**src/rtl/ir_fetch.sv**
```systemverilog
// ---------------------------------------------------------------------------
// ir_fetch
//
// Multicycle instruction-fetch stage. A one-cycle fetch_start pulse, when the
// block is idle, launches a read of one 16-bit big-endian instruction as two
// bytes from a byte-wide memory over a req/ack handshake. The high byte is
// parked in an internal buffer. The instruction register is only written
// when the low byte arrives, so downstream logic never sees a half-loaded
// word.
//
// Ports:
//   clk          rising-edge clock
//   reset_n      synchronous reset, active-low
//   fetch_start  one-cycle fetch request, honoured only while idle
//   pc           instruction byte address, sampled when a fetch is accepted
//   mem_req      registered memory read request
//   mem_addr     registered byte address, stable while mem_req is high
//   mem_ack      memory presents valid mem_rdata this cycle
//   mem_rdata    read byte
//   ir           instruction register
//   opcode       ir[15:12]
//   rd           ir[11:8]
//   rs           ir[7:4]
//   imm          ir[7:0], feeds the immediate zero-extender
//   busy         high whenever a fetch is in progress
//   ir_valid     high once any fetch has completed since reset
//   done         one-cycle pulse in the cycle after ir is loaded
//   fetch_err    one-cycle pulse when a fetch is abandoned on timeout
//
// Build option:
//   IR_FETCH_TIMEOUT_EN  when defined, a 4-bit wait counter aborts a fetch
//                        after 15 consecutive cycles without mem_ack. When
//                        undefined the block waits forever for mem_ack and
//                        fetch_err is tied low.
// ---------------------------------------------------------------------------
module ir_fetch #(
    parameter int ADDR_W = 16
) (
    input  logic              clk,
    input  logic              reset_n,
    input  logic              fetch_start,
    input  logic [ADDR_W-1:0] pc,
    output logic              mem_req,
    output logic [ADDR_W-1:0] mem_addr,
    input  logic              mem_ack,
    input  logic [7:0]        mem_rdata,
    output logic [15:0]       ir,
    output logic [3:0]        opcode,
    output logic [3:0]        rd,
    output logic [3:0]        rs,
    output logic [7:0]        imm,
    output logic              busy,
    output logic              ir_valid,
    output logic              done,
    output logic              fetch_err
);

    typedef enum logic [1:0] {
        IDLE     = 2'd0,
        FETCH_HI = 2'd1,
        FETCH_LO = 2'd2
    } state_t;

    // Increment used to step from the high-byte address to the low-byte
    // address; the add is ADDR_W bits wide so the top address wraps to 0.
    localparam logic [ADDR_W-1:0] ADDR_ONE = {{(ADDR_W-1){1'b0}}, 1'b1};

    state_t     state;
    logic [7:0] hi_buf;
    logic       done_pend;

`ifdef IR_FETCH_TIMEOUT_EN
    // The counter holds the number of ack-less cycles seen so far for the
    // current request. When it already holds 14 and another cycle passes
    // without ack, it has reached 15 and the fetch is abandoned at that edge.
    localparam logic [3:0] WAIT_LAST = 4'd14;
    logic [3:0] wait_cnt;
`endif

    // Field decode is pure wiring from the instruction register, so the
    // fields change exactly when ir does and never in between.
    assign opcode = ir[15:12];
    assign rd     = ir[11:8];
    assign rs     = ir[7:4];
    assign imm    = ir[7:0];

    // Fetch sequencer. All outputs are registered here so that mem_req and
    // mem_addr never glitch. done is delayed one cycle behind the ir load
    // through done_pend, which places the pulse in the cycle after ir changes.
    // mem_addr doubles as the latched fetch address: it holds pc throughout
    // FETCH_HI, so pc + 1 for the low byte is derived from it.
    always_ff @(posedge clk) begin
        if (!reset_n) begin
            state     <= IDLE;
            mem_req   <= 1'b0;
            mem_addr  <= '0;
            hi_buf    <= 8'h00;
            ir        <= 16'h0000;
            busy      <= 1'b0;
            ir_valid  <= 1'b0;
            done_pend <= 1'b0;
            done      <= 1'b0;
`ifdef IR_FETCH_TIMEOUT_EN
            fetch_err <= 1'b0;
            wait_cnt  <= 4'd0;
`endif
        end else begin
            done      <= done_pend;
            done_pend <= 1'b0;
`ifdef IR_FETCH_TIMEOUT_EN
            fetch_err <= 1'b0;
`endif
            case (state)
                IDLE: begin
                    // mem_ack is ignored here; a stray ack cannot disturb ir.
                    if (fetch_start) begin
                        mem_addr <= pc;
                        mem_req  <= 1'b1;
                        busy     <= 1'b1;
                        state    <= FETCH_HI;
`ifdef IR_FETCH_TIMEOUT_EN
                        wait_cnt <= 4'd0;
`endif
                    end
                end

                FETCH_HI: begin
                    if (mem_ack) begin
                        // Big-endian: the byte at pc is the upper half.
                        hi_buf   <= mem_rdata;
                        mem_addr <= mem_addr + ADDR_ONE;
                        state    <= FETCH_LO;
`ifdef IR_FETCH_TIMEOUT_EN
                        wait_cnt <= 4'd0;
`endif
                    end else begin
`ifdef IR_FETCH_TIMEOUT_EN
                        if (wait_cnt == WAIT_LAST) begin
                            mem_req   <= 1'b0;
                            busy      <= 1'b0;
                            fetch_err <= 1'b1;
                            wait_cnt  <= 4'd0;
                            state     <= IDLE;
                        end else begin
                            wait_cnt <= wait_cnt + 4'd1;
                        end
`endif
                    end
                end

                FETCH_LO: begin
                    if (mem_ack) begin
                        // Both halves land in ir at one edge.
                        ir        <= {hi_buf, mem_rdata};
                        mem_req   <= 1'b0;
                        busy      <= 1'b0;
                        ir_valid  <= 1'b1;
                        done_pend <= 1'b1;
                        state     <= IDLE;
                    end else begin
`ifdef IR_FETCH_TIMEOUT_EN
                        // An abort leaves ir, ir_valid and done untouched.
                        if (wait_cnt == WAIT_LAST) begin
                            mem_req   <= 1'b0;
                            busy      <= 1'b0;
                            fetch_err <= 1'b1;
                            wait_cnt  <= 4'd0;
                            state     <= IDLE;
                        end else begin
                            wait_cnt <= wait_cnt + 4'd1;
                        end
`endif
                    end
                end

                default: begin
                    // Unused encoding: fall back to a clean idle.
                    mem_req <= 1'b0;
                    busy    <= 1'b0;
                    state   <= IDLE;
                end
            endcase
        end
    end

`ifndef IR_FETCH_TIMEOUT_EN
    // Without the timeout the block waits forever, so no error can occur.
    assign fetch_err = 1'b0;
`endif

endmodule
```
**config.mk**
```make
export PLATFORM = sky130hd
export DESIGN_NAME = ir_fetch
export DESIGN_NICKNAME = d
export VERILOG_FILES = /design/src/rtl/ir_fetch.sv
export SDC_FILE = /design/constraint.sdc
export NUM_CORES = 1
export LEC_CHECK = 0
export ABC_AREA = 0
export CORE_MARGIN = 2
export CORE_UTILIZATION = 40
export DETAILED_ROUTE_END_ITERATION = 16
export PLACE_DENSITY = 0.84
export SYNTH_ARGS = -nofsm -noshare
export SYNTH_HDL_FRONTEND = slang
export SYNTH_SLANG_ARGS = --single-unit
```
**constraint.sdc**
```tcl
create_clock -name clk -period 4.65 [get_ports clk]
set_input_delay 0.6975 -clock clk [delete_from_list [all_inputs] [get_ports clk]]
set_output_delay 0.6975 -clock clk [all_outputs]
set_load 0.05 [all_outputs]
```
==> metrics.yaml, run 1 <==
status:
  run_status: "finished, final reports clean"
sta:
  worst_pin_slew_ps: 1190
  hold_viol: 0
  grt_setup_unrepaired: "false"
  slew_headroom_pct: 20.5
  finalSetupViolations: 0
  setup_tns_ps: 0
  report.final.slew_viol_count: 0
  fin_skew_ps: 4.97
  fin_crit_sh_pct: 53.8
  fin_crit_ps: 2500
  fmax_mhz: 399
clocking:
  clk_pin_slew_ps: 80
  tritoncts: "yes"
  h-tree-depth: 2
  cts.sinks: 46
  clk_path_buf_depth: 2
  cts_resized: 0
  root_buffer: "clkbuf_8"
  cts_made_buffers: 5
  ctsHoldBuffers: 0
  postCtsSetupBuffers: 0
  clock_latency_ps: 300
power_and_ir_drop:
  p_int_w: 0.000593
  ir_drop_v: 0.000114
  p_per_area_nw_per_um2: 284
  p_comb_share_pct: 23.1
  pwr-share-seq_pct: 50.7
  clkPwrFrac_pct: 26.2
  power_leakage_nw: 1.02
  p_sw_share_pct: 32.4
  power.total_w: 0.000876
  p_sw_w: 0.000284
cells_and_area:
  layout.nets: 376
  diodes: 0
  drive_above_1_share_pct: 4.61
  area_delta_synth_final_pct: 33.4
  final_common_cell: "clkdlybuf4s50_1"
  mostFrequentLayoutCells: "clkdlybuf4s50_1 (83), nand2_1 (62), dfxtp_1 (46), a21oi_1 (29), nand3_1 (14)"
  final_cells: 419
floorplanning:
  fp.coreArea_sq_um: 5540
  row_count: 27
  start_util_pct: 41.8
  die_w_um: 80.1
  die_h_um: 80.1
  io_pins: 85
  die_area_sq_um: 6410
synth:
  yosysWarnings: 0
  synth.top_cells.by_area: "dfxtp_1 (40%), nand2_1 (10%), buf_4 (7.1%)"
  synth_nets: 325
  avgSynthCellArea_sq_um: 7.82
  ys.flop_type: "dfxtp_1"
  synth_top_area_share_pct: 39.8
  synthArstFlopShare_pct: 0
  ys_ff_latch: 46
  synth-edff-count: 0
  mappedNetlistArea_sq_um: 2320
  yosysSeqAreaShare_pct: 39.8
  synth_top_area_cell: "dfxtp_1"
  ys_types: 45
  syn_inst: 296
routing:
  viasPerCell: 5.44
  dr.pass1.iters: 4
  drtIter0Drc: 130
  vias: 2280
  drc_errors: 0
  wire_per_inst_um: 14.0
  routed_wirelength_um: 5870
  ant_nets: 0
setup_path:
  cp_common_cell: "nand2_1"
  crit_type: "flip-flop to flip-flop"
  end_kind: "flip-flop"
  critPathMaxFanout: 18
  cp_slowest_cell: "nor2b_1"
  arrival_ps: 2660
  max_stage_delay_ps: 1000
  crit_chain: "nor2b_1 -> nand2_1 -> nand2_1 -> a21oi_1"
  required_ps: 4810
  critPathLaunchType: "flip-flop"
placement:
  hpwl_um: 4150
  portBuffers: 83
  dp.cells: 412
  gp_congestion: 0.889
job:
  maxCapViolCount: 0
global_route:
  grtUsageTotal_pct: 18.4
  grt_max_degree: 30
  grt_overflow: 0
  grt_antenna_before_repair: 0
  grt_pass1_wl_um: 9380
  grt_pass1_vias: 1972
min_path:
  hp-class: "flip-flop to flip-flop"
[path summary, 6_finish.rpt]
check	cells past startpoint	slack [ps]	startpoint	endpoint
setup reg to reg	4	2150	state[0]	hi_buf[0]
hold reg to reg	1	440	done_pend	done
setup / recovery	4	2150	state[0]	hi_buf[0]
hold / removal	1	440	done_pend	done
[registers in the layout, indices dropped and copies added (netlist names)]
| register | cells |
|---|---|
| busy | 1 |
| done | 1 |
| hi_buf | 8 |
| ir | 16 |
| mem_addr | 16 |
| state | 2 |
| ir_valid | 1 |
| done_pend | 1 |
[per-stage QoR]
| step | area [sq um] | utilization (%) | setup WS [ps] | hold slack, ps |
|---|---|---|---|---|
| floorplan | 2320 | - | 2540 | 412 |
| global placement | 3010 | 54.4 | 2000 | 419 |
| detailed placement | 3010 | 54.4 | 1950 | 427 |
| CTS | 3090 | 55.8 | 2200 | 445 |
| global route | 3090 | 55.8 | 1950 | 473 |
| finish | 3090 | 55.8 | 2150 | 441 |
[power by group through the flow]
stage	logic (W)	registers [W]	clock network, W
6_report	0.000202	0.000444	0.000230
5_1_grt	0.000216	0.000448	0.000250
4_1_cts	0.000202	0.000443	0.000236
3_5_place_dp	0.000202	0.000453	0
3_3_place_gp	0.000199	0.000452	0
2_1_floorplan	0.0000847	0.000496	0
[cell type report]
type / count / area (sq um)
fillers: 531 / 2450
multi-input cells: 208 / 1150
flip-flops and latches: 46 / 921
repair buffers: 84 / 838
well taps: 72 / 90.1
clock buffers: 5 / 68.8
clock inverters: 2 / 10.0
inverters: 2 / 7.51
[cells by family after synthesis]
| kind of cell | synth area share (%) |
|---|---|
| AO/OA/AOI/OAI | 19.9 |
| multiplexers | 0.432 |
| other | 0.162 |
| flip-flops | 39.8 |
| buffers and inverters | 10.4 |
| AND/OR/NAND/NOR | 28.8 |
| adder cells (fa/ha/maj) | 0.540 |
[layer usage]
metal	track usage, %	share of wire, %	vias up
met5	0	0	-
li1	-	-	1112
met2	31.1	48	110
met4	5.42	1.0	0
met1	23.3	42	1051
met3	4.27	9.0	7
[cell usage after synthesis, types with 2 or more instances]
master / instances
nand2_1: 62
dfxtp_1: 46
a21oi_1: 29
buf_4: 22
clkbuf_1: 18
nand3_1: 14
nor2_1: 12
and2_1: 10
a21boi_1: 8
nor3_1: 7
nor2b_1: 6
o21ai_0: 6
o21a_1: 5
a31oi_1: 4
nor4_1: 4
o21ai_1: 4
o221ai_1: 4
or4_1: 3
a311oi_1: 2
inv_2: 2
nand2b_1: 2
nand4_2: 2
o31ai_1: 2
[worst max-delay path, delay by kind of cell, from the launching register on]
kind / cells / cell delay, ps
simple gates: 3 / 1630
flops: 1 / 650
compound gates: 1 / 80
No activity file was read; power rests on OpenSTA's default activity.
==> run 2, diff against run 1 <==
==> constraint.sdc (replaced) <==
create_clock -name clk -period 2.4 [get_ports clk]
set_input_delay 0.36 -clock clk [delete_from_list [all_inputs] [get_ports clk]]
set_output_delay 0.36 -clock clk [all_outputs]
set_load 0.05 [all_outputs]
==> run 2 against run 1 <==
Effect of this change: flip-flop and latch count is the same; hold slack is essentially flat; register-to-register slack lost 1600 ps; global-route usage grew 0.57 points; clock power grew to 3.0 times the previous value; sequential share of layout area shrank 1.1 points; routed wire length grew 1.3%; core utilization grew 2.1 points; first-iteration DRC count shrank 40%; highest routed layer unchanged.
==> metrics.yaml, run 2 (synthesis results as in run 1) <==
job:
  maxCapViolCount: 0
clocking:
  root_buffer: "clkbuf_8"
  cts_made_buffers: 5
  cts.sinks: 46
  clk_pin_slew_ps: 80
  ctsHoldBuffers: 0
  h-tree-depth: 2
  postCtsSetupBuffers: 0
  clock_latency_ps: 300
  clk_path_buf_depth: 2
  cts_resized: 0
  tritoncts: "yes"
floorplanning:
  fp.coreArea_sq_um: 5540
  start_util_pct: 41.8
  die_area_sq_um: 6410
  die_h_um: 80.1
  row_count: 27
  die_w_um: 80.1
  io_pins: 85
cells_and_area:
  layout.nets: 384
  drive_above_1_share_pct: 7.02
  mostFrequentLayoutCells: "clkdlybuf4s50_1 (83), nand2_1 (62), dfxtp_1 (46), a21oi_1 (29), nand3_1 (14)"
  final_area_sq_um: 3210
  final_cells: 428
  area_delta_synth_final_pct: 38.6
  diodes: 0
  reg_top3: "ir: 16 flops, mem_addr: 16 flops, hi_buf: 8 flops"
  final_common_cell: "clkdlybuf4s50_1"
sta:
  setup_tns_ps: 0
  finalSetupViolations: 0
  hold_viol: 0
  fin_skew_ps: 6.39
  report.final.slew_viol_count: 0
  fin_crit_ps: 2020
  fin_crit_sh_pct: 84.3
  fmax_mhz: 494
  worst_pin_slew_ps: 536
  slew_headroom_pct: 64.1
  grt_setup_unrepaired: "false"
setup_path:
  cp_slowest_cell: "clkdlybuf4s50_1"
  required_ps: 2040
  end_kind: "output port"
  cp_num_buf_inv: 1
  r2r_start: "mem_addr[2]"
  crit_type: "flip-flop to output port"
  reg2reg_slack_ps: 520
  cp_top_family: "buffers and inverters"
  critPathLaunch: "mem_addr[4]"
  critPathLaunchType: "flip-flop"
  critPathMaxFanout: 8
  crit_chain: "clkdlybuf4s50_1"
  max_stage_delay_ps: 860
  arrival_ps: 1660
placement:
  dp.cells: 420
  gp_congestion: 0.870
  post_dp_cell_area_sq_um: 3070
  portBuffers: 83
  hpwl_um: 4300
global_route:
  grt_pass1_wl_um: 9740
  grt_antenna_before_repair: 0
  grt_overflow: 0
  grtUsageTotal_pct: 19.0
  grt_pass1_vias: 2103
  grt_max_degree: 30
routing:
  drc_errors: 0
  routed_wirelength_um: 5940
  wire_per_inst_um: 13.9
  vias: 2288
  drtIter0Drc: 78
  dr.pass1.iters: 4
  ant_nets: 0
  viasPerCell: 5.35
power_and_ir_drop:
  p_per_area_nw_per_um2: 608
  ir_drop_v: 0.000288
  power.total_w: 0.00195
  power_leakage_nw: 1.09
min_path:
  min-delay-start: "done_pend"
  hp-class: "flip-flop to flip-flop"
status:
  run_status: "finished, final reports clean"
-- run 2: cell types whose count changed in the layout (fill, tap and decap cells not counted), sizes merged --
cell | previous run | this run
clkinv | 2 | 1
buf | 1 | 9
bufinv | 0 | 2
-- run 2: through the flow --
stage / hold slack [ps] / setup WS (ps) / util (%)
after global placement: 420 / 355 / 55.4
after detailed placement: 426 / 279 / 55.4
after global routing: 476 / 304 / 57.9
after floorplan: 412 / 290 / -
final: 441 / 378 / 57.9
after CTS: 446 / 359 / 57.9
-- run 2: where the power goes --
group	internal, W	leakage, nW	switching [W]
registers	0.000800	0.375	0.0000582
clock network	0.000417	0.0683	0.000270
logic	0.000164	0.642	0.000244
-- run 2: worst paths after layout --
| kind | endpoint | depth (start not counted) |
|---|---|---|
| min | done | 1 |
| min reg2reg | done | 1 |
| max reg2reg | mem_addr[15] | 4 |
| max | mem_addr[4] | 1 |
-- run 2: metal layers --
| layer | track usage [%] | vias to the layer above | wire length, um |
|---|---|---|---|
| met3 | 4.16 | 6 | 422 |
| met1 | 23.4 | 1066 | 2530 |
| met5 | 0 | - | 0 |
| met4 | 4.24 | 0 | 48 |
| met2 | 33.6 | 91 | 2950 |
| li1 | - | 1125 | - |
-- run 2: area by class of cell --
| cell class | instances | area, sq um |
|---|---|---|
| sequential | 46 | 921 |
| timing repair buffer | 92 | 898 |
| clock inverter | 3 | 68.8 |
| fill | 523 | 2330 |
| tap | 72 | 90.1 |
| inverter | 2 | 7.51 |
| multi-input combinational | 208 | 1150 |
| clock buffer | 5 | 68.8 |
